--- src/rtl/rv_hazard_ctrl.sv ---
// ---------------------------------------------------------------------------
// rv_hazard_ctrl
// Hazard controller for the 5-stage RV32I pipeline. Keeps a shadow copy of
// the register usage of the instructions in EX, MEM and WB. From that copy
// and the ID-stage inputs it derives the EX operand forward selects and the
// stall/flush controls.
//
// Ports
//   clk, rst              : clock, synchronous active-high reset
//   rs1D/rs2D/rdD         : register indices of the ID instruction
//   uses_rs1D/uses_rs2D   : ID instruction reads rs1 / rs2
//   reg_writeD/mem_readD  : ID instruction writes rd / is a load
//   validD                : ID holds a real instruction
//   branch_takenE         : EX resolved a taken branch/jump
//   dmem_busy             : data memory not ready, whole pipe holds
//   stallF..stallW        : hold PC and the pipeline registers
//   flushD/flushE         : insert a bubble into IF/ID and ID/EX
//   forward_rs1E/rs2E     : 2'b11 MEM result, 2'b10 WB data, 2'b00 normal
//   hz_state              : previous cycle's winning condition (debug only)
//   stall_cnt             : free-running count of cycles with stallF=1
//
// Priority of events: rst > dmem_busy > branch_takenE > load-use > normal.
// Handshake note: there is no valid/ready pair here. A stall means the
// upstream stage holds its outputs, and a flush means the downstream register
// loads a bubble. Both take effect on the next rising edge.
// ---------------------------------------------------------------------------
module rv_hazard_ctrl #(
    parameter int REG_ADDR_W = 5,
    parameter int CNT_W      = 32
) (
    input  logic                  clk,
    input  logic                  rst,
    input  logic [REG_ADDR_W-1:0] rs1D,
    input  logic [REG_ADDR_W-1:0] rs2D,
    input  logic [REG_ADDR_W-1:0] rdD,
    input  logic                  uses_rs1D,
    input  logic                  uses_rs2D,
    input  logic                  reg_writeD,
    input  logic                  mem_readD,
    input  logic                  validD,
    input  logic                  branch_takenE,
    input  logic                  dmem_busy,
    output logic                  stallF,
    output logic                  stallD,
    output logic                  stallE,
    output logic                  stallM,
    output logic                  stallW,
    output logic                  flushD,
    output logic                  flushE,
    output logic [1:0]            forward_rs1E,
    output logic [1:0]            forward_rs2E,
    output logic [1:0]            hz_state,
    output logic [CNT_W-1:0]      stall_cnt
);

    localparam logic [1:0] ST_RUN      = 2'd0;
    localparam logic [1:0] ST_LU_STALL = 2'd1;
    localparam logic [1:0] ST_MEM_WAIT = 2'd2;
    localparam logic [1:0] ST_SQUASH   = 2'd3;

    localparam logic [REG_ADDR_W-1:0] X0 = '0;

    // EX shadow stage
    logic                  r_validE, r_uses_rs1E, r_uses_rs2E, r_reg_writeE, r_mem_readE;
    logic [REG_ADDR_W-1:0] r_rs1E, r_rs2E, r_rdE;
    // MEM and WB shadow stages
    logic                  r_validM, r_reg_writeM, r_validW, r_reg_writeW;
    logic [REG_ADDR_W-1:0] r_rdM, r_rdW;

    logic [1:0]            r_hz_state;
    logic [CNT_W-1:0]      r_stall_cnt;

    logic w_lu, w_mem_wait, w_squash, w_lu_stall;
    logic w_m_hit1, w_w_hit1, w_m_hit2, w_w_hit2;
    logic w_m_wr, w_w_wr;

    // A producer can only forward if it is real, writes a register, and that
    // register is not x0.
    assign w_m_wr = r_validM & r_reg_writeM & (r_rdM != X0);
    assign w_w_wr = r_validW & r_reg_writeW & (r_rdW != X0);

    assign w_m_hit1 = w_m_wr & (r_rdM == r_rs1E) & r_uses_rs1E;
    assign w_w_hit1 = w_w_wr & (r_rdW == r_rs1E) & r_uses_rs1E;
    assign w_m_hit2 = w_m_wr & (r_rdM == r_rs2E) & r_uses_rs2E;
    assign w_w_hit2 = w_w_wr & (r_rdW == r_rs2E) & r_uses_rs2E;

    assign w_lu = r_validE & r_mem_readE & r_reg_writeE & (r_rdE != X0) & validD &
                  ((uses_rs1D & (rs1D == r_rdE)) | (uses_rs2D & (rs2D == r_rdE)));

    // Mutually exclusive winners of the priority chain. A taken branch
    // discards the ID instruction, so it also removes any load-use hazard.
    assign w_mem_wait = ~rst & dmem_busy;
    assign w_squash   = ~rst & ~dmem_busy & branch_takenE;
    assign w_lu_stall = ~rst & ~dmem_busy & ~branch_takenE & w_lu;

    assign stallF = w_mem_wait | w_lu_stall;
    assign stallD = w_mem_wait | w_lu_stall;
    assign stallE = w_mem_wait;
    assign stallM = w_mem_wait;
    assign stallW = w_mem_wait;
    assign flushD = w_squash;
    assign flushE = w_squash | w_lu_stall;

    // The MEM result is the younger one, so it takes precedence over WB.
    // While dmem_busy is high the shadow regs are frozen, which keeps these
    // selects stable without any extra holding logic.
    always_comb begin
        forward_rs1E = 2'b00;
        forward_rs2E = 2'b00;
        if (!rst) begin
            if (w_m_hit1)      forward_rs1E = 2'b11;
            else if (w_w_hit1) forward_rs1E = 2'b10;
            if (w_m_hit2)      forward_rs2E = 2'b11;
            else if (w_w_hit2) forward_rs2E = 2'b10;
        end
    end

    always_ff @(posedge clk) begin
        if (rst) begin
            r_validE     <= 1'b0;
            r_rs1E       <= '0;
            r_rs2E       <= '0;
            r_rdE        <= '0;
            r_uses_rs1E  <= 1'b0;
            r_uses_rs2E  <= 1'b0;
            r_reg_writeE <= 1'b0;
            r_mem_readE  <= 1'b0;
            r_validM     <= 1'b0;
            r_rdM        <= '0;
            r_reg_writeM <= 1'b0;
            r_validW     <= 1'b0;
            r_rdW        <= '0;
            r_reg_writeW <= 1'b0;
            r_hz_state   <= ST_RUN;
            r_stall_cnt  <= '0;
        end else begin
            if (stallF)
                r_stall_cnt <= r_stall_cnt + {{(CNT_W-1){1'b0}}, 1'b1};

            if (w_mem_wait)      r_hz_state <= ST_MEM_WAIT;
            else if (w_squash)   r_hz_state <= ST_SQUASH;
            else if (w_lu_stall) r_hz_state <= ST_LU_STALL;
            else                 r_hz_state <= ST_RUN;

            if (!dmem_busy) begin
                r_validW     <= r_validM;
                r_rdW        <= r_rdM;
                r_reg_writeW <= r_reg_writeM;
                r_validM     <= r_validE;
                r_rdM        <= r_rdE;
                r_reg_writeM <= r_reg_writeE;
                // A flushed EX keeps the ID fields but is marked as a bubble.
                r_validE     <= validD & ~flushE;
                r_rs1E       <= rs1D;
                r_rs2E       <= rs2D;
                r_rdE        <= rdD;
                r_uses_rs1E  <= uses_rs1D;
                r_uses_rs2E  <= uses_rs2D;
                r_reg_writeE <= reg_writeD;
                r_mem_readE  <= mem_readD;
            end
        end
    end

    assign hz_state  = r_hz_state;
    assign stall_cnt = r_stall_cnt;

endmodule
--- config.mk ---
export PLATFORM = sky130hd
export DESIGN_NAME = rv_hazard_ctrl
export DESIGN_NICKNAME = d
export VERILOG_FILES = /design/src/rtl/rv_hazard_ctrl.sv
export SDC_FILE = /design/constraint.sdc
export NUM_CORES = 1
export LEC_CHECK = 0
export CORE_AREA = 5 5 101 93
export DETAILED_ROUTE_END_ITERATION = 8
export DIE_AREA = 0 0 106 98
export GPL_ROUTABILITY_DRIVEN = 0
export GPL_TIMING_DRIVEN = 0
export PLACE_DENSITY = 0.84
export SLEW_MARGIN = 5
export SYNTH_ARGS = -nofsm -noshare
export SYNTH_HDL_FRONTEND = slang
export SYNTH_SLANG_ARGS = --single-unit
--- constraint.sdc ---
create_clock -name clk -period 4.6 [get_ports clk]
set_input_delay 0.92 -clock clk [delete_from_list [all_inputs] [get_ports clk]]
set_output_delay 0.92 -clock clk [all_outputs]
set_load 0.01 [all_outputs]
=== Word level (Yosys, flattened, before mapping) ===
Cells that the tools add are included.
W data, S select, Z words.

* Add/subtract/negate cells: 1
* Equal/unequal tests: 6
* Mux-type cells: 9
* Bitwise gates (word level): 32
* Reduce and logical (&&, ||, !) cells: 4

{| class="wikitable"
|+ Operators by type and width
! operator !! count
|-
| $add A32 B1 Y32 const B || 1
|-
| $eq A5 B5 Y1 || 6
|-
| $and A1 B1 Y1 || 25
|-
| $mux W2 || 8
|-
| $reduce_bool A5 Y1 || 3
|-
| $not A1 Y1 || 4
|-
| $or A1 B1 Y1 || 3
|-
| $reduce_or A2 Y1 || 1
|-
| $mux W1 || 1
|}

* Register bits: 68
* Input bits: 24
* Output and inout port bits: 45
* Word-level logic and storage cells: 69

=== Logic depth before layout (Yosys ltp) ===
Gate-level depths: netlist of run 1.

* Depth after elaboration: 9
* Mapped depth: 8
* Depth with buffers taken out: 6

=== Worst setup path before layout of run 1 ===
OpenSTA, ideal clock, no wires.

* Path kind: input to output
* Start: in rst
* End: out stallF
* Arrival time: 2270 ps
* Data required time: 3680 ps
* Path slack: 1410 ps
* Stages: 7
* Path buffers: 3
* Path through: clkbuf_1 -> nand2b_1 -> clkinv_1 -> buf_1 -> a21oi_2 -> inv_1 -> buf_4

* Elaborated cells on any way between the ends: 6
* Those cells by class: 6 x bitwise

{| class="wikitable"
|+ RTL lines
! item !! RTL line !! source
|-
| from (decl) || 32 || <nowiki>input logic rst,</nowiki>
|-
| $not A1 Y1 || 92 || <nowiki>assign w_mem_wait = ~rst & dmem_busy;</nowiki>
|-
| $and A1 B1 Y1 || 92 ||
|-
| named net stallE || 45 || <nowiki>output logic stallE,</nowiki>
|-
| $or A1 B1 Y1 || - ||
|-
| to (decl) || 43 || <nowiki>output logic stallF,</nowiki>
|}

The timed path passes the listed nets, and every way through them passes these cells.

=== Worst setup path in the final report of run 1 ===
* Start: in rst
* End: out stallF

* Longest elaborated chain between the ends: 5
* Elaborated cells on any way between the ends: 6
* Those cells by class: 6 x bitwise

{| class="wikitable"
|+ RTL lines
! item !! RTL line !! source
|-
| $not A1 Y1 * || 92, 94 ||
|-
| $and A1 B1 Y1 (3 in series) || 94 || <nowiki>assign w_lu_stall = ~rst & ~dmem_busy & ~branch_takenE & w_lu;</nowiki>
|-
| $or A1 B1 Y1 * || 96 || <nowiki>assign stallF = w_mem_wait | w_lu_stall;</nowiki>
|}

Mark *: on every way between the ends. The rest lies on a longest branch, timed or not.

==> results.ini, run 1 <==
[timing]
tightest_slew_ps = 846
fmax_ghz = 0.226
fin_worst_skew_ps = 9.49
drv_slew = 0
min_period_over_period = 0.961
period_needed_ps = 4420
rsz0062_at_grt = false
setup_viol = 0
hold_violations = 0
hold_ws_ps = 503
fin_tns_setup_ps = 0
slew_headroom = 0.433

[grt]
antenna_found_initial = 0
grt_pass1_wl_um = 18300
track_usage = 0.215
grt_pass1_vias = 3647
grt_max_degree = 13
grt_overflow = 0

[synth]
synth_warnings = 0
synth_largest_area_cell = dfxtp_1
synth_area_leaders = dfxtp_1, mux2i_1, nor2_1
ys_types = 54
syn_nets = 498
synth.avg_cell_area_um2 = 8.42
syn_area_um2 = 3980
syn_inst = 473
yosysSeqAreaShare = 0.342
ys_ff_latch = 68
yosys.area.top_type_share = 0.342

[critical_path]
crit_type = in2out
cp-startpoint = rst
end_kind = output port
arrival_ps = 3500
rr_startpoint = stall_cnt[3]
required_ps = 3680
start_kind = input port
critical_path.max_fanout = 12

[floorplan]
die_area_um2 = 10400
die_height_um = 98
die_w_um = 106
initial_utilization = 0.478
ios = 69
fp-row-count = 32
core_area_um2 = 8330

[power]
total_power_w = 0.00132
swShare = 0.257
power.share.clock = 0.411
internal_power_w = 0.000983
p_per_area_nw_per_um2 = 265
combPwrFrac = 0.116
p_sw_w = 0.000340
leakagePower_nw = 1.95
p_seq_frac = 0.474
peakVddDrop_uv = 239

[cts]
clk_latency_ps = 340
h-tree-depth = 3
clock_path_buffers = 2
cts-hold-fix-buffers = 0
cts-root-buf = clkbuf_8
postCtsSetupBuffers = 0
numCtsBuffers = 9
path_clk_slew_ps = 70
cts_sinks = 68
cts_tree = yes

[drt]
wl_um = 11300
wl_per_cell_um = 17.2
drc = 0
first_pass_iters = 5
vias = 3909
viasPerCell = 5.95
antenna_left = 0
dr.first_iter.drc_count = 399

[finish]
final_common_cell = nor2_1
nets = 576
area_growth_pct = 25.5
drive_gt1_frac = 0.0721
final_cells = 657
num_antenna_cells = 0
fillers = 705
layout_common_cells = nor2_1, dfxtp_1, clkdlybuf4s50_1

[hold_path]
min-delay-start = r_validE
hold_path.class = reg2reg

[run_status]
status = complete, no violations

[placed_design]
place_hpwl_um = 8320
portBuffers = 67
place_inst = 642

[run]
drv_cap = 0

## registers in the layout, indices dropped and copies added, names as in the netlist, 2 cells and up
signal     cells
r_rdW          5
r_rdE          5
stall_cnt     32
hz_state       2
r_rs2E         5
r_rdM          5
r_rs1E         5
## path summary, 6_finish.rpt
kind / end / cells past startpoint / slack, ps
worst max register to register: stall_cnt[31] / 6 / 2130
worst max-delay path: stallF / 9 / 180
worst min register to register: r_validE / 2 / 500
worst min-delay path: r_validE / 2 / 500
## cells by family after synthesis
logic type | count (synthesis) | synth area share
and+or+nand+nor | 219 | 0.283
muxes | 61 | 0.163
xor gates and xnor gates | 30 | 0.0660
DFF | 68 | 0.342
AOI/OAI and AO/OA | 51 | 0.0943
buffers and inverters | 43 | 0.0484
adders and majority gates | 1 | 0.00314
## critical path, stage by stage
cell	delay, ps
clkdlybuf4s50_1	500
clkbuf_2	240
nand2b_1	210
clkinv_1	270
buf_1	380
a21oi_2	290
inv_1	80
buf_4	130
clkdlybuf4s50_1	460
## power groups by stage
stage | Combinational (W) | Clock (W) | Sequential, W
2_1_floorplan | 0.0000902 | 0 | 0.000635
3_3_place_gp | 0.000145 | 0 | 0.000638
3_5_place_dp | 0.000151 | 0 | 0.000640
4_1_cts | 0.000152 | 0.000543 | 0.000626
5_1_grt | 0.000165 | 0.000578 | 0.000629
6_report | 0.000153 | 0.000543 | 0.000627
## metrics by stage
step	util	cell area [µm²]	worst slack [ps]
global placement	0.574	4780	78.4
detailed placement	0.574	4780	73.4
global route	0.600	4990	72.0
CTS	0.600	4990	66.4
floorplan	-	3980	1410
finish	0.600	4990	181
## layout make-up
class | instances | area (µm²) | share of cell area
tap | 102 | 128 | 0.0256
timing repair buffer | 67 | 671 | 0.134
inverter | 11 | 41.3 | 0.00827
sequential | 68 | 1360 | 0.273
multi-input combinational | 362 | 2430 | 0.486
clock buffer | 9 | 124 | 0.0248
clock inverter | 6 | 90.1 | 0.0180
buffer | 32 | 153 | 0.0306
## synthesized netlist by cell type (all sizes together)
cell type and number:
ha 1, o32ai 3, and4b 1, a31oi 3, nor4 5, or4 3, nand2b 2, dfxtp 68
or3 3, nor4b 2, o21ai 14, clkinv 1, mux2 27, o211a 1, xor2 10, xnor2 20
nand2 26, o31ai 4, and2 2, o211ai 4, nor3b 5, nor2 82, o22a 1, o2111ai 1
nor3 5, nand3 28, nand4 28, a21o 3, and3 4, o22ai 12, o311a 1, mux2i 34
and4 1, a21oi 2, clkbuf 13, o32a 1, nor2b 22, inv 10, buf 19, o311ai 1
## timing repair
action	4_1_cts	5_1_grt
hold endpoints to repair	0	0
endpoints found under the setup margin	0	1
gates resized for setup	0	2
## routing by layer
layer | vias up | global-route usage | share of wire
li1 | 1836 | - | -
met1 | 1818 | 0.293 | 0.45
met3 | 45 | 0.0370 | 0.069
met5 | - | 0 | 0
met4 | 0 | 0.106 | 0.029
met2 | 210 | 0.327 | 0.45
No activity file was read; power rests on OpenSTA's default activity.
==> run 2: changes to the inputs <==
--- a/config.mk
+++ b/config.mk
@@ -5,6 +5,7 @@
 export SDC_FILE = /design/constraint.sdc
 export NUM_CORES = 1
 export LEC_CHECK = 0
+export CAP_MARGIN = 20
 export CORE_AREA = 5 5 101 93
 export DETAILED_ROUTE_END_ITERATION = 8
 export DIE_AREA = 0 0 106 98
==> results of run 2 <==
Same layout as run 1: the final DEF is identical, and so are final timing and power.
==> run 3: changes to the inputs <==
==> constraint.sdc (replaced) <==
create_clock -name clk -period 4.24 [get_ports clk]
set_input_delay 0.848 -clock clk [delete_from_list [all_inputs] [get_ports clk]]
set_output_delay 0.848 -clock clk [all_outputs]
set_load 0.01 [all_outputs]
==> run 3 against run 2 <==
Utilization about the same; global-route usage hardly changed; final cell count down 0.15%; combinational power is 8% higher; count of clock-buffer cells in the layout unchanged; die area did not move; routed wire length decreased by 0.46%; critical endpoint unchanged; largest power group unchanged; highest routed layer unchanged.
==> results.ini, run 3 (synthesis gave the netlist of run 1 again) <==
[run_status]
status = complete, no violations

[floorplan]
fp-row-count = 32
die_height_um = 98
die_w_um = 106
ios = 69
initial_utilization = 0.478
die_area_um2 = 10400
core_area_um2 = 8330

[finish]
fillers = 704
largest_register_ffs = 32
final_common_cell = nor2_1
area_growth_pct = 25.4
nets = 575
num_antenna_cells = 0
drive_gt1_frac = 0.0722
design_area_um2 = 4990
layout_common_cells = nor2_1, dfxtp_1, clkdlybuf4s50_1

[placed_design]
dpl_cell_area_um2 = 4780
portBuffers = 67
place_hpwl_um = 8320

[power]
combPwrFrac = 0.115
swShare = 0.256
internal_power_w = 0.00107
leakagePower_nw = 1.96
power.share.clock = 0.410
p_seq_frac = 0.475
p_per_area_nw_per_um2 = 287
peakVddDrop_uv = 259
p_sw_w = 0.000366
total_power_w = 0.00143

[timing]
fmax_ghz = 0.253
tightest_slew_ps = 811
setup_viol = 0
hold_violations = 0
fin_tns_setup_ps = 0
min_period_over_period = 0.931
period_needed_ps = 3950
hold_ws_ps = 500
drv_slew = 0
slew_headroom = 0.457
rsz0062_at_grt = false
fin_worst_skew_ps = 10.5

[critical_path]
reg2regPathDepth = 6
crit_buf_inv = 4
cp.depth = 8
arrival_ps = 3100
start_kind = input port
crit_top_cell = clkdlybuf4s50_1
path_delay_family = buffers and inverters
slowest_stage = clkdlybuf4s50_1
crit_chain = clkdlybuf4s50_1 > xnor2_1 > nand4_1 > o22ai_1 > a21oi_2 > inv_1 > buf_4 > clkdlybuf4s50_1
required_ps = 3390
end_kind = output port
critPathMaxStageDelay_ps = 520
crit_type = in2out
critical_path.max_fanout = 4

[grt]
grt_max_degree = 13
grt_pass1_vias = 3649
grt_overflow = 0
track_usage = 0.215
antenna_found_initial = 0
grt_pass1_wl_um = 18300

[drt]
viasPerCell = 5.98
first_pass_iters = 5
vias = 3923
wl_um = 11200
antenna_left = 0
wl_per_cell_um = 17.1
drc = 0
dr.first_iter.drc_count = 412

[run]
drv_cap = 0

[cts]
cts-root-buf = clkbuf_8
cts_sinks = 68
numCtsBuffers = 9
h-tree-depth = 3
cts_tree = yes
clock_path_buffers = 2
path_clk_slew_ps = 70
clk_latency_ps = 340

[hold_path]
hold_path.class = reg2reg
holdPathStages = 2

==> run 3: worst paths after layout <==
| kind | slack [ps] | startpoint | end |
|---|---|---|---|
| setup / recovery | 290 | rs2D[4] | stallF |
| hold / removal | 500 | r_validE | r_validE |
| setup reg to reg | 1770 | stall_cnt[3] | stall_cnt[31] |
| hold reg to reg | 500 | r_validE | r_validE |
==> run 3: stage by stage <==
step / util / cells / setup WS, ps
floorplan: - / 473 / 1190
global placement: 0.574 / 642 / -138
detailed placement: 0.574 / 642 / -143
CTS: 0.599 / 656 / 130
global route: 0.600 / 656 / 201
finish: 0.600 / 656 / 292
==> run 3: repair_timing <==
| action | 4_1_cts | 5_1_grt |
|---|---|---|
| cloned | 0 | 0 |
| resized for setup | 1 | 1 |
| buffers inserted | 0 | 0 |
| hold buffers | 0 | 0 |
| endpoints found under the setup margin | 2 | 1 |
==> run 3: worst min-delay path, cell delays in order, from the launching register on <==
cell and delay [ps]:
dfxtp_1 330, nand2_1 70, a21oi_1 50
==> run 3: area by class of cell <==
type | count | area, µm² | area share
Buffer | 31 | 149 | 0.0298
Clock inverter | 6 | 90.1 | 0.0180
Sequential cell | 68 | 1360 | 0.273
Clock buffer | 9 | 124 | 0.0248
Inverter | 11 | 41.3 | 0.00827
Multi-Input combinational cell | 362 | 2430 | 0.486
Tap cell | 102 | 128 | 0.0256
Timing Repair Buffer | 67 | 673 | 0.135
==> run 3: layer usage <==
| layer | vias to the layer above | global-route usage | share of wire |
|---|---|---|---|
| met2 | 213 | 0.326 | 0.46 |
| met1 | 1835 | 0.295 | 0.44 |
| li1 | 1833 | - | - |
| met4 | 0 | 0.106 | 0.027 |
| met5 | - | 0 | 0 |
| met3 | 42 | 0.0370 | 0.071 |
==> run 3: power by group through the flow <==
stage / clock, W / sequential [W] / combinational [W]
after global placement: 0 / 0.000693 / 0.000157
after floorplan: 0 / 0.000689 / 0.0000979
final: 0.000587 / 0.000680 / 0.000165
after CTS: 0.000589 / 0.000679 / 0.000165
after detailed placement: 0 / 0.000694 / 0.000164
after global routing: 0.000626 / 0.000682 / 0.000179
